### src/rtl/wb_gpio_arbiter.sv
// Two-master round-robin Wishbone arbiter in front of a single simple_gpio-style slave.
// Ownership is held per bus cycle; a drain state keeps a held-high slave ack from leaking.
module wb_gpio_arbiter #(
    parameter int unsigned DATA_WIDTH = 32,
    parameter int unsigned ADDR_WIDTH = 32,
    parameter int unsigned TIMEOUT    = 255
) (
    input  logic                  clk,
    input  logic                  rst,

    input  logic                  m0_cyc_i,
    input  logic                  m0_stb_i,
    input  logic                  m0_we_i,
    input  logic [ADDR_WIDTH-1:0] m0_adr_i,
    input  logic [DATA_WIDTH-1:0] m0_dat_i,
    output logic [DATA_WIDTH-1:0] m0_dat_o,
    output logic                  m0_ack_o,
    output logic                  m0_int_o,

    input  logic                  m1_cyc_i,
    input  logic                  m1_stb_i,
    input  logic                  m1_we_i,
    input  logic [ADDR_WIDTH-1:0] m1_adr_i,
    input  logic [DATA_WIDTH-1:0] m1_dat_i,
    output logic [DATA_WIDTH-1:0] m1_dat_o,
    output logic                  m1_ack_o,
    output logic                  m1_int_o,

    output logic                  s_cyc_o,
    output logic                  s_stb_o,
    output logic                  s_we_o,
    output logic [ADDR_WIDTH-1:0] s_adr_o,
    output logic [DATA_WIDTH-1:0] s_dat_o,
    input  logic [DATA_WIDTH-1:0] s_dat_i,
    input  logic                  s_ack_i,
    input  logic                  s_int_i,

    output logic [1:0]            grant_o,
    output logic                  timeout_o
);

    localparam logic [1:0] StIdle  = 2'd0;
    localparam logic [1:0] StOwn0  = 2'd1;
    localparam logic [1:0] StOwn1  = 2'd2;
    localparam logic [1:0] StDrain = 2'd3;

    localparam logic [7:0] WdogLast = 8'(TIMEOUT - 1);

    logic [1:0] state_q, state_d;
    logic       last_q, last_d;
    logic [7:0] wdog_q, wdog_d;
    logic       timeout_q, timeout_d;
    // A master released by the watchdog stays locked out until it drops cyc.
    logic [1:0] blk_q, blk_d;

    logic req0, req1, stall;

    assign req0  = m0_cyc_i & ~blk_q[0];
    assign req1  = m1_cyc_i & ~blk_q[1];
    assign stall = ((state_q == StOwn0) || (state_q == StOwn1)) && s_stb_o && !s_ack_i;

    always_comb begin
        state_d   = state_q;
        last_d    = last_q;
        wdog_d    = 8'd0;
        timeout_d = 1'b0;
        blk_d     = blk_q & {m1_cyc_i, m0_cyc_i};
        unique case (state_q)
            StIdle: begin
                if (req0 && req1) begin
                    if (last_q) begin
                        state_d = StOwn0;
                        last_d  = 1'b0;
                    end else begin
                        state_d = StOwn1;
                        last_d  = 1'b1;
                    end
                end else if (req0) begin
                    state_d = StOwn0;
                    last_d  = 1'b0;
                end else if (req1) begin
                    state_d = StOwn1;
                    last_d  = 1'b1;
                end
            end
            StOwn0: begin
                if (!m0_cyc_i) begin
                    state_d = StDrain;
                end else if (stall) begin
                    if (wdog_q == WdogLast) begin
                        state_d   = StDrain;
                        timeout_d = 1'b1;
                        blk_d[0]  = 1'b1;
                    end else begin
                        wdog_d = wdog_q + 8'd1;
                    end
                end
            end
            StOwn1: begin
                if (!m1_cyc_i) begin
                    state_d = StDrain;
                end else if (stall) begin
                    if (wdog_q == WdogLast) begin
                        state_d   = StDrain;
                        timeout_d = 1'b1;
                        blk_d[1]  = 1'b1;
                    end else begin
                        wdog_d = wdog_q + 8'd1;
                    end
                end
            end
            StDrain: begin
                if (!s_ack_i) state_d = StIdle;
            end
            default: state_d = StIdle;
        endcase
    end

    always_ff @(posedge clk or posedge rst) begin
        if (rst) begin
            state_q   <= StIdle;
            last_q    <= 1'b1;
            wdog_q    <= 8'd0;
            timeout_q <= 1'b0;
            blk_q     <= 2'b00;
        end else begin
            state_q   <= state_d;
            last_q    <= last_d;
            wdog_q    <= wdog_d;
            timeout_q <= timeout_d;
            blk_q     <= blk_d;
        end
    end

    // Output mux is purely a function of state_q, so async reset clears it at once.
    always_comb begin
        s_cyc_o  = 1'b0;
        s_stb_o  = 1'b0;
        s_we_o   = 1'b0;
        s_adr_o  = '0;
        s_dat_o  = '0;
        m0_ack_o = 1'b0;
        m0_dat_o = '0;
        m1_ack_o = 1'b0;
        m1_dat_o = '0;
        grant_o  = 2'b00;
        unique case (state_q)
            StOwn0: begin
                s_cyc_o  = m0_cyc_i;
                s_stb_o  = m0_stb_i;
                s_we_o   = m0_we_i;
                s_adr_o  = m0_adr_i;
                s_dat_o  = m0_dat_i;
                m0_ack_o = s_ack_i;
                m0_dat_o = s_dat_i;
                grant_o  = 2'b01;
            end
            StOwn1: begin
                s_cyc_o  = m1_cyc_i;
                s_stb_o  = m1_stb_i;
                s_we_o   = m1_we_i;
                s_adr_o  = m1_adr_i;
                s_dat_o  = m1_dat_i;
                m1_ack_o = s_ack_i;
                m1_dat_o = s_dat_i;
                grant_o  = 2'b10;
            end
            StIdle, StDrain: ;
            default: ;
        endcase
    end

    assign m0_int_o  = s_int_i;
    assign m1_int_o  = s_int_i;
    assign timeout_o = timeout_q;

endmodule

### config.mk
export PLATFORM = sky130hd
export DESIGN_NAME = wb_gpio_arbiter
export DESIGN_NICKNAME = d
export VERILOG_FILES = /design/src/rtl/wb_gpio_arbiter.sv
export SDC_FILE = /design/constraint.sdc
export NUM_CORES = 1
export LEC_CHECK = 0
export ABC_AREA = 1
export CAP_MARGIN = 0
export CORE_ASPECT_RATIO = 0.75
export CORE_MARGIN = 8
export CORE_UTILIZATION = 23
export CTS_CLUSTER_SIZE = 12
export DETAILED_ROUTE_END_ITERATION = 10
export GPL_TIMING_DRIVEN = 0
export PLACE_DENSITY_LB_ADDON = 0.05
export SYNTH_ARGS = -nofsm -noshare
export SYNTH_HDL_FRONTEND = slang
export SYNTH_SLANG_ARGS = --single-unit
### constraint.sdc
create_clock -name clk -period 1.9 [get_ports clk]
set_clock_uncertainty 0.05 [all_clocks]
set_input_delay 0.57 -clock clk [delete_from_list [all_inputs] [get_ports clk]]
set_output_delay 0.57 -clock clk [all_outputs]
set_load 0.05 [all_outputs]
After elaboration in Yosys (flattened, before gate mapping)
Cells that the tools add are included.
{"block": "totals", "reg_bits": 14, "word_cells": 68}
{"block": "classes", "n_eq_ne": 6, "n_bitwise": 5, "n_mux": 42, "n_reduce_logical": 9, "addsub": 1}
{"operator": "32-bit case mux with 2 select lines", "count": 2}
{"operator": "32-bit two-way mux", "count": 2}
{"operator": "8-bit two-way mux", "count": 4}
{"operator": "1-bit two-way mux", "count": 18}
{"operator": "2-bit two-way mux", "count": 9}
{"operator": "8-bit case mux with 2 select lines", "count": 1}
{"operator": "8-bit by 1-bit adder with 8-bit output (second input constant)", "count": 1}
{"operator": "8-bit == test (second input constant)", "count": 1}
{"operator": "1-bit case mux with 2 select lines", "count": 4}
{"operator": "2-bit case mux with 4 select lines", "count": 1}
{"operator": "2-bit == test (second input constant)", "count": 2}
{"operator": "4-bit inequality test (second input constant)", "count": 1}
{"operator": "2-bit case mux with 2 select lines", "count": 1}
{"operator": "2-bit AND reduction", "count": 2}
{"operator": "1-bit logical AND", "count": 3}
{"operator": "3-bit nonzero test", "count": 1}
{"operator": "1-bit AND", "count": 2}
{"operator": "2-bit AND", "count": 1}
{"operator": "2-bit by 1-bit == test with 1-bit output (second input constant)", "count": 1}
{"operator": "2-bit zero test", "count": 1}
{"operator": "2-bit inequality test (second input constant)", "count": 1}
{"operator": "1-bit inverter", "count": 2}
{"operator": "1-bit zero test", "count": 1}
{"operator": "1-bit logical OR", "count": 1}

Logic depth before layout (Yosys ltp)
Gate-level depths: netlist (run 1).
{"block": "logic_depth", "ltp_word": 7, "depth_mapped": 10, "ltp_nobuf": 10}

Least setup slack after synthesis (run 1)
OpenSTA, ideal clock, no wires.
{"block": "synth_timing", "path_kind": "register to output", "startpoint": "reg state_q[0]", "endpoint": "out s_adr_o[12]", "required_time_ns": 1.280, "slack_ns": -0.680, "n_path_buf": 2, "arrival_time_ns": 1.960, "stages_incl_launch_ff": 7, "cell_sequence": "dfrtp_1 -> inv_1 -> ha_1 -> inv_1 -> buf_2 -> buf_1 -> a21oi_1"}
{"block": "synth_via", "elab_chain_len": 2}
{"element": "start, declared", "line": "49", "text": "logic [1:0] state_q, state_d;"}
{"element": "start signal, assigned", "line": "121", "text": "state_q <= StIdle;"}
{"element": "start signal, assigned", "line": "127", "text": "state_q <= state_d;"}
{"element": "2-bit == test / 2-bit by 1-bit == test with 1-bit output (equally long branches)", "line": "147", "text": "unique case (state_q)"}
{"element": "32-bit case mux with 2 select lines *", "line": "147"}
{"element": "end, declared", "line": "32", "text": "output logic [ADDR_WIDTH-1:0] s_adr_o,"}
Mark *: on every way between the ends. The rest lies on a longest branch, timed or not.

Worst setup path after layout (run 1)
{"block": "layout_timing", "startpoint": "reg state_q[0]", "endpoint": "out s_dat_o[8]"}
{"block": "layout_via", "elab_chain_len": 2}
{"element": "2-bit == test / 2-bit by 1-bit == test with 1-bit output (equally long branches)", "line": "147"}
{"element": "32-bit case mux with 2 select lines *", "line": "147"}
{"element": "end, declared", "line": "33", "text": "output logic [DATA_WIDTH-1:0] s_dat_o,"}
Marks and branches as above.

==> impl_results.md, run 1 <==
- Status: complete, but fails checks
- Failing checks: setup timing
- Post-Syn Area per Cell: 4.96 sq um
- Sink Count: 14
- Relative slew slack: 62.6%
- CTS tree: done
- Root Buffer: clkbuf_16
- CTS buffer count: 3
- Share of Yosys cell area claimed by the top area cell type: 35.6%
- Final #Nets: 987
- Via count: 4600
- Vias in the first global route: 4850
- RSZ-0062 raised after global routing: true
- Critical path arrival: 1.84 ns
- Leading area contributor after synthesis: nand2_1
- Gr ovfl total: 0
- Die width: 131 microns
- Final TNS setup: -56.85 ns
- First-pass GRT wire length: 27.1 mm
- Filler Cell Count: 392
- Critical Path RT: 1.28 ns
- I/O Pins: 308
- Number of synthesized flops with an enable pin: 0
- GPL Wtd Cong: 0.911
- Fin. max-slew vios: 0
- HPWL Detailed: 13.9 mm
- Remaining DRCs: 0
- Pre-CTS setup slack: -1.10 ns
- Post-DR wirelength/cell: 22.6 microns
- Final wirelength: 21.2 mm
- Synth Instances: 462
- Share of flip-flops with an asynchronous set or reset: 100%
- Clock latency at the later pin of the worst-skew pair: 0.25 ns
- Iteration-0 DRC Markers: 227
- Vias per std cell: 4.89
- Final Non-Filler Cells: 940
- Netlist cell types: 24
- Hold WC Path Type: reg -> reg
- GRT Resource Usage Total: 25.4%
- Final Hold Viols: 0
- Pleak: 0.00348 uW
- VDD IR max: 1410 uV
- Top_reg_cell synth: dfrtp_1
- # setup viols final: 136
- Final Cell Area: 0.00877 sq mm
- Final ANT Viol Nets: 0
- CTS clock-pin slew for the worst setup and hold paths: 0.05 ns
- Ant. Diodes: 0
- Top cells by count, synth: nand2_1 (217), inv_1 (83), a21oi_1 (69)
- Count of input and output buffers: 306
- #FFs+latches synth: 14
- Yosys warns: 0
- Die ar.: 0.0134 sq mm
- Share of cells above drive strength 1: 58.3%
- Total core area: 0.00966 sq mm
- Crit path max fanout: 10
- Count leader, synth: nand2_1
- CP Capture Type: output pin
- Antenna violations before repair: 0
- Slew at the pin closest to its max-slew limit: 0.560 ns
- Tcrit/Tclk final: 129%
- Placed instance count: 900
- Syn_nets: 640
- Placed cell area: 0.00689 sq mm
- Row count: 31
- CP Launch Type: flip-flop
- Max Cap Violations: 0
- CTS Buffer Depth: 2
- Die height: 102 microns
- Post-CTS Hold Buffers: 0
- Seq/Total Area, Yosys: 15.4%
- Fin util: 90.8%
- PD cells: 2020 mW/mm^2
- Synth top area cells: nand2_1 (36%), a21oi_1 (15%), dfrtp_1 (14%), inv_1 (14%), ha_1 (4.4%)
- Router iterations before antenna repair: 5
- CP Class: reg -> out
- Mapped cell area: 0.00229 sq mm
- Max H-tree Level: 1
- Largest net degree at the start of global routing: 15
- Final WS setup: -0.558 ns
- Final min period: 2.46 ns
- Fmax: 0.407 GHz
- CP max-delay cell: dfrtp_2
- Crit path cell chain: inv_4 -> ha_4 -> buf_12 -> buf_6 -> nand2_1 -> a21oi_4 -> buf_8
- Initial Util: 23.7%
- Critical path's largest stage delay: 0.45 ns
- Area Overhead vs Synth: 283%
[where the power goes]
group	switching (uW)	internal, uW	total (uW)
Clock	127	319	447
Combinational	9790	7130	16900
Sequential	43.4	347	390
Total	9960	7800	17800
[critical path: cells and delay by family (launching register included)]
family,cells,cell delay (ns)
AO/OA/AOI/OAI,1,0.21
flip-flops,1,0.45
buffers and inverters,4,0.58
adder cells (fa/ha/maj),1,0.20
AND/OR/NAND/NOR,1,0.14
[sequential cells by signal (all words and copies together) (netlist names)]
name,count
last_q,1
timeout_o,1
wdog_q,8
blk_q,2
state_q,2
[per-layer routing]
layer / vias to the layer above / track usage, % / wire length, microns
met5: - / 0 / 0
met4: 0 / 8.72 / 830
met3: 56 / 7.86 / 1520
met2: 252 / 50.0 / 11400
met1: 2206 / 25.0 / 7440
li1: 2086 / - / -
[cell usage in the layout, fill, tap and decap left out, types with 3 or more instances in the layout]
| master | instances |
|---|---|
| clkdlybuf4s50_1 | 166 |
| nand2_1 | 105 |
| buf_8 | 91 |
| a21oi_4 | 66 |
| clkinvlp_4 | 66 |
| nand2_4 | 64 |
| buf_6 | 57 |
| nand2_2 | 48 |
| clkbuf_16 | 17 |
| buf_4 | 17 |
| buf_12 | 15 |
| nor2_1 | 13 |
| inv_1 | 12 |
| dfrtp_1 | 11 |
| buf_16 | 6 |
| o21ai_0 | 5 |
| dlygate4sd2_1 | 5 |
| nand3_1 | 4 |
| ha_4 | 4 |
| inv_2 | 3 |
| nor3_1 | 3 |
| xor2_1 | 3 |
| a21oi_1 | 3 |
| ha_1 | 3 |
[kinds of logic (layout without fill, tap and decap cells)]
family / count (synthesis) / in the layout / share of synthesized area, %
and+or+nand+nor: 242 / 242 / 40.7
buffers and inverters: 115 / 461 / 20.2
AOI/OAI and AO/OA: 79 / 79 / 17.8
DFF: 14 / 14 / 15.4
adders and majority gates: 8 / 8 / 4.37
xor gates and xnor gates: 4 / 4 / 1.53
[cell type report]
class	instances	area, sq um	share of cell area [%]
repair buffers	342	4140	47.2
flip-flops and latches	14	354	4.04
inverters	84	576	6.56
clock buffers	4	88.8	1.01
multi-input cells	333	2910	33.2
well taps	132	165	1.88
plain buffers	31	534	6.09
[final timing paths]
path / to / startpoint / cells after the start / slack (ns)
setup / recovery: s_dat_o[8] / state_q[0]$_DFFE_PP0P_ / 7 / -0.56
max in group asynchronous: state_q[0]$_DFFE_PP0P_ / rst / 2 / 0.76
setup reg to reg: wdog_q[5]$_DFF_PP0_ / state_q[0]$_DFFE_PP0P_ / 8 / -0.01
hold reg to reg: last_q$_DFFE_PP1P_ / last_q$_DFFE_PP1P_ / 2 / 0.46
min in group asynchronous: state_q[1]$_DFFE_PP0P_ / rst / 2 / 0.64
hold / removal: last_q$_DFFE_PP1P_ / last_q$_DFFE_PP1P_ / 2 / 0.46
[per-stage QoR]
stage / hold WS (ns) / power, uW
after floorplan: 0.401 / 9380
after global placement: 0.419 / 12600
after detailed placement: 0.434 / 12800
after CTS: 0.457 / 15700
after global routing: 0.498 / 18400
final: 0.460 / 17800
[repair_timing]
item	4_1_cts	5_1_grt
resized for setup	1091	131
setup endpoints to repair	138	135
buffers inserted	12	8
pin swaps	15	26
gates cloned	4	12
Power figures use the tool's default switching activity.
==> run 2: changes to the inputs <==
Settings changed: SKIP_CTS_REPAIR_TIMING set to 1.
==> impl_results.md, run 2 (synthesis gave the netlist of run 1 again) <==
- GRT Resource Usage Total: 22.6% (was 25.4%)
- CTS buffer count: 3 (unchanged)
- Regs by FF count: wdog_q x8, blk_q x2, state_q x2 (unchanged)
- Pleak: 0.00290 uW (was 0.00348 uW)
- Tcrit/Tclk final: 126% (was 129%)
- Max H-tree Level: 1 (unchanged)
- Area Overhead vs Synth: 242% (was 283%)
- Final Cell Area: 0.00783 sq mm (was 0.00877 sq mm)
- Relative slew slack: 61.6% (was 62.6%)
- Final min period: 2.39 ns (was 2.46 ns)
- Commonest non-fill, non-tap cell in the layout: clkdlybuf4s50_1 (unchanged)
- Clock latency at the later pin of the worst-skew pair: 0.25 ns (about the same)
- Vias per std cell: 4.61 (was 4.89)
- # setup viols final: 138 (was 136)
- Fmax: 0.418 GHz (was 0.407 GHz)
- PD cells: 1990 mW/mm^2 (was 2020 mW/mm^2)
- Hold Path End: last_q$_DFFE_PP1P_ (unchanged)
- Final WS setup: -0.494 ns (was -0.558 ns)
- FF-to-FF End: wdog_q[5]$_DFF_PP0_ (unchanged)
- Fin. max-slew vios: 0 (unchanged)
- GPL Wtd Cong: 0.911 (unchanged)
- Largest net degree at the start of global routing: 15 (unchanged)
- Wire length on met1: 6.41 mm (was 7.44 mm)
- Max Cap Violations: 0 (unchanged)
- Final TNS setup: -56.15 ns (was -56.85 ns)
- Gr ovfl total: 0 (unchanged)
- FF-to-FF Start: state_q[0]$_DFFE_PP0P_ (unchanged)
- Root Buffer: clkbuf_16 (unchanged)
- Uppermost layer routed: met4 (unchanged)
- CTS Buffer Depth: 2 (unchanged)
- Remaining DRCs: 0 (unchanged)
- Die ar.: 0.0134 sq mm (unchanged)
- Worst r2r path cells: 8 (unchanged)
- Hold_sp: last_q$_DFFE_PP1P_ (unchanged)
- Crit path max fanout: 7 (was 10)
- Hold-critical path depth: 2 (unchanged)
- Iteration-0 DRC Markers: 145 (was 227)
- Largest Register: wdog_q (unchanged)
- Failing checks: setup timing (unchanged)
- CTS clock-pin slew for the worst setup and hold paths: 0.05 ns (about the same)
- Row count: 31 (unchanged)
- Sink Count: 14 (unchanged)
- Largest register FFs: 8 (unchanged)
- Via count: 4262 (was 4600)
- CP Launch Point: state_q[0]$_DFFE_PP0P_ (unchanged)
- Final #Nets: 971 (was 987)
- HPWL Detailed: 13.9 mm (unchanged)
- Share of cells above drive strength 1: 54.4% (was 58.3%)
- Ant. Diodes: 0 (unchanged)
- CP Class: reg -> out (unchanged)
- CP Capture Type: output pin (unchanged)
- Vias in the first global route: 4350 (was 4850)
- Most frequent cells in the layout: clkdlybuf4s50_1 (170), nand2_1 (123), nand2_2 (88) (was clkdlybuf4s50_1 (166), nand2_1 (105), buf_8 (91))
- Fin util: 81.1% (was 90.8%)
- Hold WC Path Type: reg -> reg (unchanged)
- Critical path arrival: 1.77 ns (was 1.84 ns)
- Final wirelength: 17.6 mm (was 21.2 mm)
- WL met3: 1.41 mm (was 1.52 mm)
- CP Launch Type: flip-flop (unchanged)
- Placed cell area: 0.00689 sq mm (unchanged)
- Router iterations before antenna repair: 5 (unchanged)
- First-pass GRT wire length: 24.3 mm (was 27.1 mm)
- Count of input and output buffers: 306 (unchanged)
- Final ANT Viol Nets: 0 (unchanged)
- I/O Pins: 308 (unchanged)
- WHS: 0.455 ns (was 0.460 ns)
- RSZ-0062 raised after global routing: true (unchanged)
- Final Hold Viols: 0 (unchanged)
- Status: complete, but fails checks (unchanged)
- CTS tree: done (unchanged)
- Critical Path RT: 1.28 ns (about the same)
- VDD IR max: 1360 uV (was 1410 uV)
- Slew at the pin closest to its max-slew limit: 0.576 ns (was 0.560 ns)
- Die height: 102 microns (unchanged)
- Initial Util: 23.7% (unchanged)
- Filler Cell Count: 628 (was 392)
- Routed wl met2: 9.59 mm (was 11.4 mm)
- Post-DR wirelength/cell: 19.1 microns (was 22.6 microns)
- Antenna violations before repair: 0 (unchanged)
- Reg-to-reg slack, setup: 0.19 ns (was -0.01 ns)
- Total core area: 0.00966 sq mm (unchanged)
- Die width: 131 microns (unchanged)
run 2: changes by cell type in the layout (fill, tap and decap cells not counted), sizes merged:
cell           change
buf               -15
dlygate4sd2        -5
clkdlybuf4s50      +4
clkbuf             -3
dlymetal6s2s       +3
run 2: critical path: stages (launching register included):
cell and delay [ns]:
dfrtp_2 0.45, inv_4 0.08, ha_4 0.30, inv_6 0.05, buf_12 0.15, clkbuf_16 0.17
a21oi_4 0.14, buf_8 0.17
run 2: where the power goes:
group | switching (uW) | internal [uW]
Clock | 130 | 320
Sequential | 60.4 | 347
Combinational | 8890 | 5870
run 2: final cells by class:
| class | count | area (sq um) | share of cell area, % |
|---|---|---|---|
| repair buffers | 326 | 3620 | 46.2 |
| clock buffers | 4 | 88.8 | 1.13 |
| inverters | 84 | 573 | 7.32 |
| well taps | 132 | 165 | 2.11 |
| flip-flops and latches | 14 | 354 | 4.52 |
| plain buffers | 31 | 497 | 6.34 |
| multi-input cells | 333 | 2530 | 32.4 |
run 2: stage by stage:
step	instances	worst slack (ns)	total power [uW]
2_1_floorplan	462	-0.159	9380
3_3_place_gp	900	-1.11	12600
3_5_place_dp	900	-1.10	12800
4_1_cts	904	-1.29	13300
5_1_grt	924	-0.528	16200
6_report	924	-0.494	15600
run 2: metal layers:
layer,vias up,track usage [%]
met3,16,6.93
li1,2036,-
met4,0,4.63
met5,-,0
met1,2007,24.1
met2,203,43.6
run 2: worst max path at each step:
stage | cells after the start | slack (ns) | end
after global routing | 7 | -0.53 | s_dat_o[8]
final | 7 | -0.49 | s_dat_o[8]
after CTS | 7 | -1.29 | s_dat_o[31]
after global placement | 6 | -1.11 | s_cyc_o
after detailed placement | 6 | -1.10 | s_cyc_o
after floorplan | 6 | -0.16 | s_adr_o[12]
==> run 3: changes to the inputs <==
Settings changed: CORE_AREA set to 8 8 114 116, CORE_ASPECT_RATIO 0.75 to not set, CORE_MARGIN 8 to not set, CORE_UTILIZATION 23 to not set, DIE_AREA set to 0 0 122 124.
Clock period 1.9 ns to 2.3 ns, I/O delays scaled along.
==> impl_results.md, run 3 (synthesis gave the netlist of run 1 again) <==
- Largest net degree at the start of global routing: 15 (unchanged)
- Fmax: 0.397 GHz
- Hold WC Path Type: reg -> reg (unchanged)
- Via count: 4161 (was 4262)
- CTS tree: done (unchanged)
- Crit path max fanout: 7 (unchanged)
- CTS clock-pin slew for the worst setup and hold paths: 0.05 ns (about the same)
- Max Cap Violations: 0 (unchanged)
- Post-DR wirelength/cell: 18.4 microns (was 19.1 microns)
- Router iterations before antenna repair: 4 (was 5)
- # setup viols final: 115 (was 138)
- Clock latency at the later pin of the worst-skew pair: 0.24 ns (was 0.25 ns)
- Share of cells above drive strength 1: 43.9% (was 54.4%)
- CP Class: reg -> out (unchanged)
- Final ANT Viol Nets: 0 (unchanged)
- Vias in the first global route: 3874 (was 4350)
- CP Launch Type: flip-flop (unchanged)
- Final Hold Viols: 0 (unchanged)
- Initial Util: 20.5% (was 23.7%)
- Final min period: 2.52 ns
- Area Overhead vs Synth: 209% (was 242%)
- HPWL Detailed: 13.9 mm (about the same)
- GRT Resource Usage Total: 19.3% (was 22.6%)
- Count of input and output buffers: 306 (unchanged)
- Sink Count: 14 (unchanged)
- CTS Buffer Depth: 2 (unchanged)
- Die ar.: 0.0151 sq mm (was 0.0134 sq mm)
- CTS buffer count: 3 (unchanged)
- Total core area: 0.0112 sq mm (was 0.00966 sq mm)
- Antenna violations before repair: 0 (unchanged)
- Row count: 39 (was 31)
- CP Capture Type: output pin (unchanged)
- Commonest non-fill, non-tap cell in the layout: nand2_1 (was clkdlybuf4s50_1)
- Largest Register: wdog_q (unchanged)
- Gr ovfl total: 0 (unchanged)
- Final WS setup: -0.218 ns (was -0.494 ns)
- Final #Nets: 969 (was 971)
- First-pass GRT wire length: 22.8 mm (was 24.3 mm)
- VDD IR max: 965 uV (was 1360 uV)
- Die width: 122 microns (was 131 microns)
- Failing checks: setup timing (unchanged)
- Fin util: 63.3% (was 81.1%)
- Critical Path RT: 1.56 ns (was 1.28 ns)
- Status: complete, but fails checks (unchanged)
- Most frequent cells in the layout: nand2_1 (181), clkdlybuf4s50_1 (162), buf_6 (82) (was clkdlybuf4s50_1 (170), nand2_1 (123), nand2_2 (88))
- Final wirelength: 17.2 mm (was 17.6 mm)
- Iteration-0 DRC Markers: 191 (was 145)
- Total power: 11100 uW (was 15600 uW)
- Fin. max-slew vios: 0 (unchanged)
- Root Buffer: clkbuf_16 (unchanged)
- GPL Wtd Cong: 0.897 (was 0.911)
- Regs by FF count: wdog_q x8, blk_q x2, state_q x2 (unchanged)
- Max H-tree Level: 1 (unchanged)
- Relative slew slack: 64.1% (was 61.6%)
- Remaining DRCs: 0 (unchanged)
- Die height: 124 microns (was 102 microns)
- Ant. Diodes: 0 (unchanged)
- I/O Pins: 308 (unchanged)
- Vias per std cell: 4.46 (was 4.61)
- Pleak: 0.00312 uW (was 0.00290 uW)
- RSZ-0062 raised after global routing: true (unchanged)
- Final TNS setup: -14.65 ns (was -56.15 ns)
- Largest register FFs: 8 (unchanged)
- Critical path arrival: 1.78 ns (was 1.77 ns)
- PD cells: 1570 mW/mm^2 (was 1990 mW/mm^2)
- Filler Cell Count: 950 (was 628)
- Slew at the pin closest to its max-slew limit: 0.537 ns (was 0.576 ns)
- Tcrit/Tclk final: 109%
run 3: area by class of cell:
class,instances,area [sq um],share of cell area (%)
clock buffers,4,88.8,1.26
flip-flops and latches,14,354,5.00
multi-input cells,333,2030,28.6
repair buffers,324,3530,49.9
plain buffers,31,428,6.05
inverters,84,470,6.65
well taps,143,179,2.53
run 3: path summary, 6_finish.rpt:
| check | from | endpoint | slack [ns] | depth (start not counted) |
|---|---|---|---|---|
| worst max-delay path | state_q[0]$_DFFE_PP0P_ | m0_dat_o[16] | -0.22 | 8 |
| worst min-delay path | last_q$_DFFE_PP1P_ | last_q$_DFFE_PP1P_ | 0.42 | 2 |
| worst max register to register | state_q[1]$_DFFE_PP0P_ | wdog_q[5]$_DFF_PP0_ | 0.57 | 9 |
| worst min register to register | last_q$_DFFE_PP1P_ | last_q$_DFFE_PP1P_ | 0.42 | 2 |
| max in group asynchronous | rst | state_q[1]$_DFFE_PP0P_ | 1.08 | 2 |
| min in group asynchronous | rst | blk_q[1]$_DFF_PP0_ | 0.74 | 2 |
run 3: critical path, cell delays in order, from the launching register on:
cell and delay, ns:
dfrtp_2 0.45, buf_4 0.16, ha_4 0.18, buf_8 0.14, buf_12 0.14, clkbuf_16 0.16
nand2_4 0.06, clkinvlp_4 0.08, buf_8 0.15
run 3: stage by stage:
stage | cell area (sq um) | cells | setup WS [ns] | hold slack [ns]
after detailed placement | 6030 | 911 | -1.01 | 0.420
after CTS | 6110 | 915 | -1.28 | 0.427
after global placement | 6030 | 911 | -0.999 | 0.410
after floorplan | 2780 | 462 | -0.140 | 0.401
after global routing | 7080 | 933 | -0.272 | 0.469
final | 7080 | 933 | -0.218 | 0.424
run 3: where the power goes:
part / internal (uW) / total, uW / switching, uW
clock: 263 / 358 / 95.2
combinational: 3920 / 10400 / 6480
sequential: 287 / 330 / 43.3
total: 4470 / 11100 / 6620
run 3: layer usage:
layer  GRT usage [%]  vias to the layer above  share of wire, %
met2            36.5                      160                55
met1            20.9                     1957                37
met4            2.08                        0              0.68
met5               0                        -                 0
met3            6.44                       10               8.3
li1                -                     2034                 -
==> RTL edit 1 (settings of run 1) <==
Change the parameter `ADDR_WIDTH` from 32 to 24.
--- a/src/rtl/wb_gpio_arbiter.sv
+++ b/src/rtl/wb_gpio_arbiter.sv
@@ -2,7 +2,7 @@
 // Ownership is held per bus cycle; a drain state keeps a held-high slave ack from leaking.
 module wb_gpio_arbiter #(
     parameter int unsigned DATA_WIDTH = 32,
-    parameter int unsigned ADDR_WIDTH = 32,
+    parameter int unsigned ADDR_WIDTH = 24,
     parameter int unsigned TIMEOUT    = 255
 ) (
     input  logic                  clk,
Ports: changed (resized m0_adr_i, m1_adr_i and s_adr_o); port bits go from 308 to 284. The function was not compared with the original's and may differ.
==> RTL edit 1 against run 1 <==
- fmax down 4.9%
- count of clock-buffer cells in the layout unchanged
- routed wire length down 15%
- the flow still finishes with violations (setup timing)
- setup slack worse by 0.13 ns
- sequential power up 3%
- clock power up 0.9%
- power down 14%
- final area down 12%
- synthesized area down 4.8%
- largest power group unchanged
- sequential cell count unchanged
- cell count down 6.5%
==> RTL edit 1: results <==
[logic_synthesis]
yosys-top-cells-area = "nand2_1 (35%), dfrtp_1 (15%), inv_1 (14%)"
synth_adder_area_share = 0.0459
yosys_warnings = 0
yosysSeqAreaShare = 0.161
synth-xor-area-share = 0.0161
synth_nets = 597
synth.distinct_cells = 25
synth-compound-area-share = 0.169
synthMuxAreaShare = 0
synth_common_cells = "nand2_1 (201), inv_1 (82), a21oi_1 (61), buf_2 (16), nor2_1 (14)"
postSynthCellCount = 435

[global_routing]
grt_pass1_wl_um = 23600
grt_pass1_vias = 4287
grt_use_total = 0.232
grt_max_degree = 15
antenna_found_initial = 1

[detailed_routing]
post_drt_wl_per_cell_um = 20.4
drt_iter0_drc = 185
routed_wirelength_um = 18000
post_drt_via_cell_ratio = 4.63
dr.pass1.iters = 4

[place]
dp_cells = 845
io_buffers = 282
place_hpwl_um = 12900
placed_cell_area_sq_um = 6360
dpl_worst_slack_ns = -1.11
place_congestion = 0.874

[worst_setup_path]
rrSetupSlack_ns = 0.02
worstPathArrival_ns = 1.96
cp-startpoint = "state_q[1]"
endpoint = "s_dat_o[14]"
reg2reg_depth = 11

[finish]
fillCellCount = 531
nNetsFinal = 913
drive_gt1_frac = 0.576

[clock_tree]
cts_resized = 968
cts_setup_buffers = 11
root_buffer = "clkbuf_16"
clkSlewWorstSetupHoldPaths_ns = 0.05

[timing]
fin_ws_ns = -0.684
setup_viol = 125
finalSetupTns_ns = -50.13
tightest_slew_ns = 0.578

[status]
outcome = "finished, violations left"
violations = "setup timing"

[pwr]
vdd_drop_max_v = 0.00150
leakage_nw = 3.00
==> RTL edit 1: cell count changes after synthesis <==
cell,before,now
a21oi_1,69,61
buf_2,19,16
nor3_1,3,2
nor3_2,0,1
inv_2,1,2
inv_1,83,82
nand2_1,217,201
buf_1,5,1
clkbuf_1,5,9
==> RTL edit 1: report_power, final <==
| group | leakage (nW) | internal (mW) | switching [mW] |
|---|---|---|---|
| Clock | 0.0442 | 0.320 | 0.131 |
| Combinational | 2.77 | 5.91 | 8.55 |
| Sequential | 0.186 | 0.347 | 0.0544 |
==> RTL edit 1: worst min-delay path, stage by stage (launching register included) <==
cell and delay [ns]:
dfstp_2 0.36, o21ai_0 0.07, nand2_1 0.06
==> RTL edit 1: routing by layer <==
| metal | vias up | global-route usage | wire length, um |
|---|---|---|---|
| met5 | - | 0 | 0 |
| met4 | 0 | 0.0610 | 422 |
| met2 | 205 | 0.450 | 9560 |
| met3 | 32 | 0.0832 | 1670 |
| met1 | 1908 | 0.227 | 6310 |
| li1 | 1923 | - | - |
==> RTL edit 1: layout make-up <==
class                   instances  area, sq um  area share
plain buffers                  27          447      0.0576
clock buffers                   4         88.8      0.0114
inverters                      84          576      0.0742
multi-input cells             309         2520       0.325
repair buffers                312         3610       0.465
well taps                     128          160      0.0206
flip-flops and latches         14          354      0.0456
diodes                          1         2.50    0.000323
==> RTL edit 1: how the worst min path moves through the flow <==
stage	startpoint	to	slack [ns]	cells past startpoint
2_1_floorplan	wdog_q[0]	wdog_q[0]	0.40	1
3_3_place_gp	last_q	last_q	0.42	2
3_5_place_dp	wdog_q[0]	wdog_q[0]	0.43	1
4_1_cts	last_q	last_q	0.44	2
5_1_grt	last_q	last_q	0.47	2
6_report	last_q	last_q	0.44	2
==> RTL edit 2 (flow settings as in run 1) <==
Made on the original files. Put one more register stage on the output `timeout_o`, without a reset. The value now appears one clock later. The other outputs are not delayed to match.
--- a/src/rtl/wb_gpio_arbiter.sv
+++ b/src/rtl/wb_gpio_arbiter.sv
@@ -172,7 +172,9 @@
 
     assign m0_int_o  = s_int_i;
     assign m1_int_o  = s_int_i;
-    assign timeout_o = timeout_q;
+    always_ff @(posedge clk) begin
+        timeout_o <= timeout_q;
+    end
 
 endmodule
 
Function: no difference found for any inputs over 4 cycles, from zero or initial values and one cycle with rst high; that may be too few to reach the edited logic, so the function may still have changed.
==> RTL edit 2 against run 1 <==
- the flow still finishes with violations (setup timing)
- utilization is 2.1 points higher
- first-iteration DRC count is 1.3% higher
- final area is 3.1% higher
- power is 5.6% higher
- setup slack better by 0.016 ns
- fmax is 0.66% higher
- count of clock-buffer cells in the layout is 1 lower
- non-clock buffer count is 12 higher
- synthesized cell count is 0.43% lower
- clock power is 6.5% lower
- routed wire length is 6.5% higher
- sequential cell count is 1 higher
- synthesized area is 0.93% higher
- largest cell class unchanged
==> RTL edit 2: results <==
[status]
outcome = "finished, violations left"
violations = "setup timing"

[finish]
nClkBuffers = 3
sh_seq_area = 0.0414
buf_share = 0.536
drive_gt1_frac = 0.623
multi_input_area_share = 0.332
multi_input_area_sq_um = 3000
multi_input_gates = 330

[global_routing]
grt_pass1_wl_um = 28500

[logic_synthesis]
synth-xor-area-share = 0.0152
ys_ff_latch = 15
synth-compound-area-share = 0.175
synth-async-reset-ratio = 0.933
synth_adder_area_share = 0.0433
yosys-top-cells-area = "nand2_1 (34%), a21oi_1 (15%), dfrtp_1 (14%)"
synth_common_cells = "nand2_1 (211), inv_1 (84), a21oi_1 (70), buf_2 (19)"
synth_nets = 638
postSynthCellCount = 460
synth.distinct_cells = 27

[hold_path]
min_to = "timeout_o"

[pwr]
leakage_nw = 3.64
vdd_drop_max_v = 0.00136

[detailed_routing]
num_vias = 4764
wl_met3_um = 1660
drt_iter0_drc = 230
wl_met1_um = 7670

[worst_setup_path]
timing.rr.start = "state_q[1]"
reg2reg_depth = 9
r2r_end = "wdog_q[7]"
rrSetupSlack_ns = 0.09
endpoint = "m0_dat_o[24]"

[timing]
tightest_slew_ns = 0.563
finalSetupTns_ns = -61.19
fin_ws_ns = -0.541
whs_ns = 0.293
setup_viol = 133

[place]
dp_cells = 898
place_hpwl_um = 13900
placed_cell_area_sq_um = 6870
## RTL edit 2: cell types whose count changed after synthesis, moves of 2 or more
cell and change:
nand2_1 -6, buf_1 +2, o21ai_0 -2, clkbuf_1 -2
o22ai_1 +2
## RTL edit 2: metal layers
layer  global-route usage  vias up
li1                     -     2104
met1                0.275     2317
met2                0.535      284
met3               0.0696       59
met4               0.0704        0
met5                    0        -
## RTL edit 2: worst reg2reg max path, stage by stage, from the launching register on
cell and delay [ns]:
dfrtp_2 0.45, inv_4 0.11, ha_4 0.18, buf_4 0.12
buf_6 0.10, inv_1 0.05, o21ai_2 0.15, buf_4 0.15
nand4_4 0.16, nor3_1 0.21
## RTL edit 2: where the power goes
group	switching (mW)	total (mW)	internal, mW
Clock	0.135	0.418	0.283
Combinational	10.2	17.9	7.73
Sequential	0.0488	0.417	0.368
Total	10.4	18.8	8.38
## RTL edit 2: what timing repair did
action	CTS	global route
gates cloned	15	7
gates resized for setup	1144	158
setup buffers	20	15
pin swaps	16	34
endpoints found under the setup margin	138	138
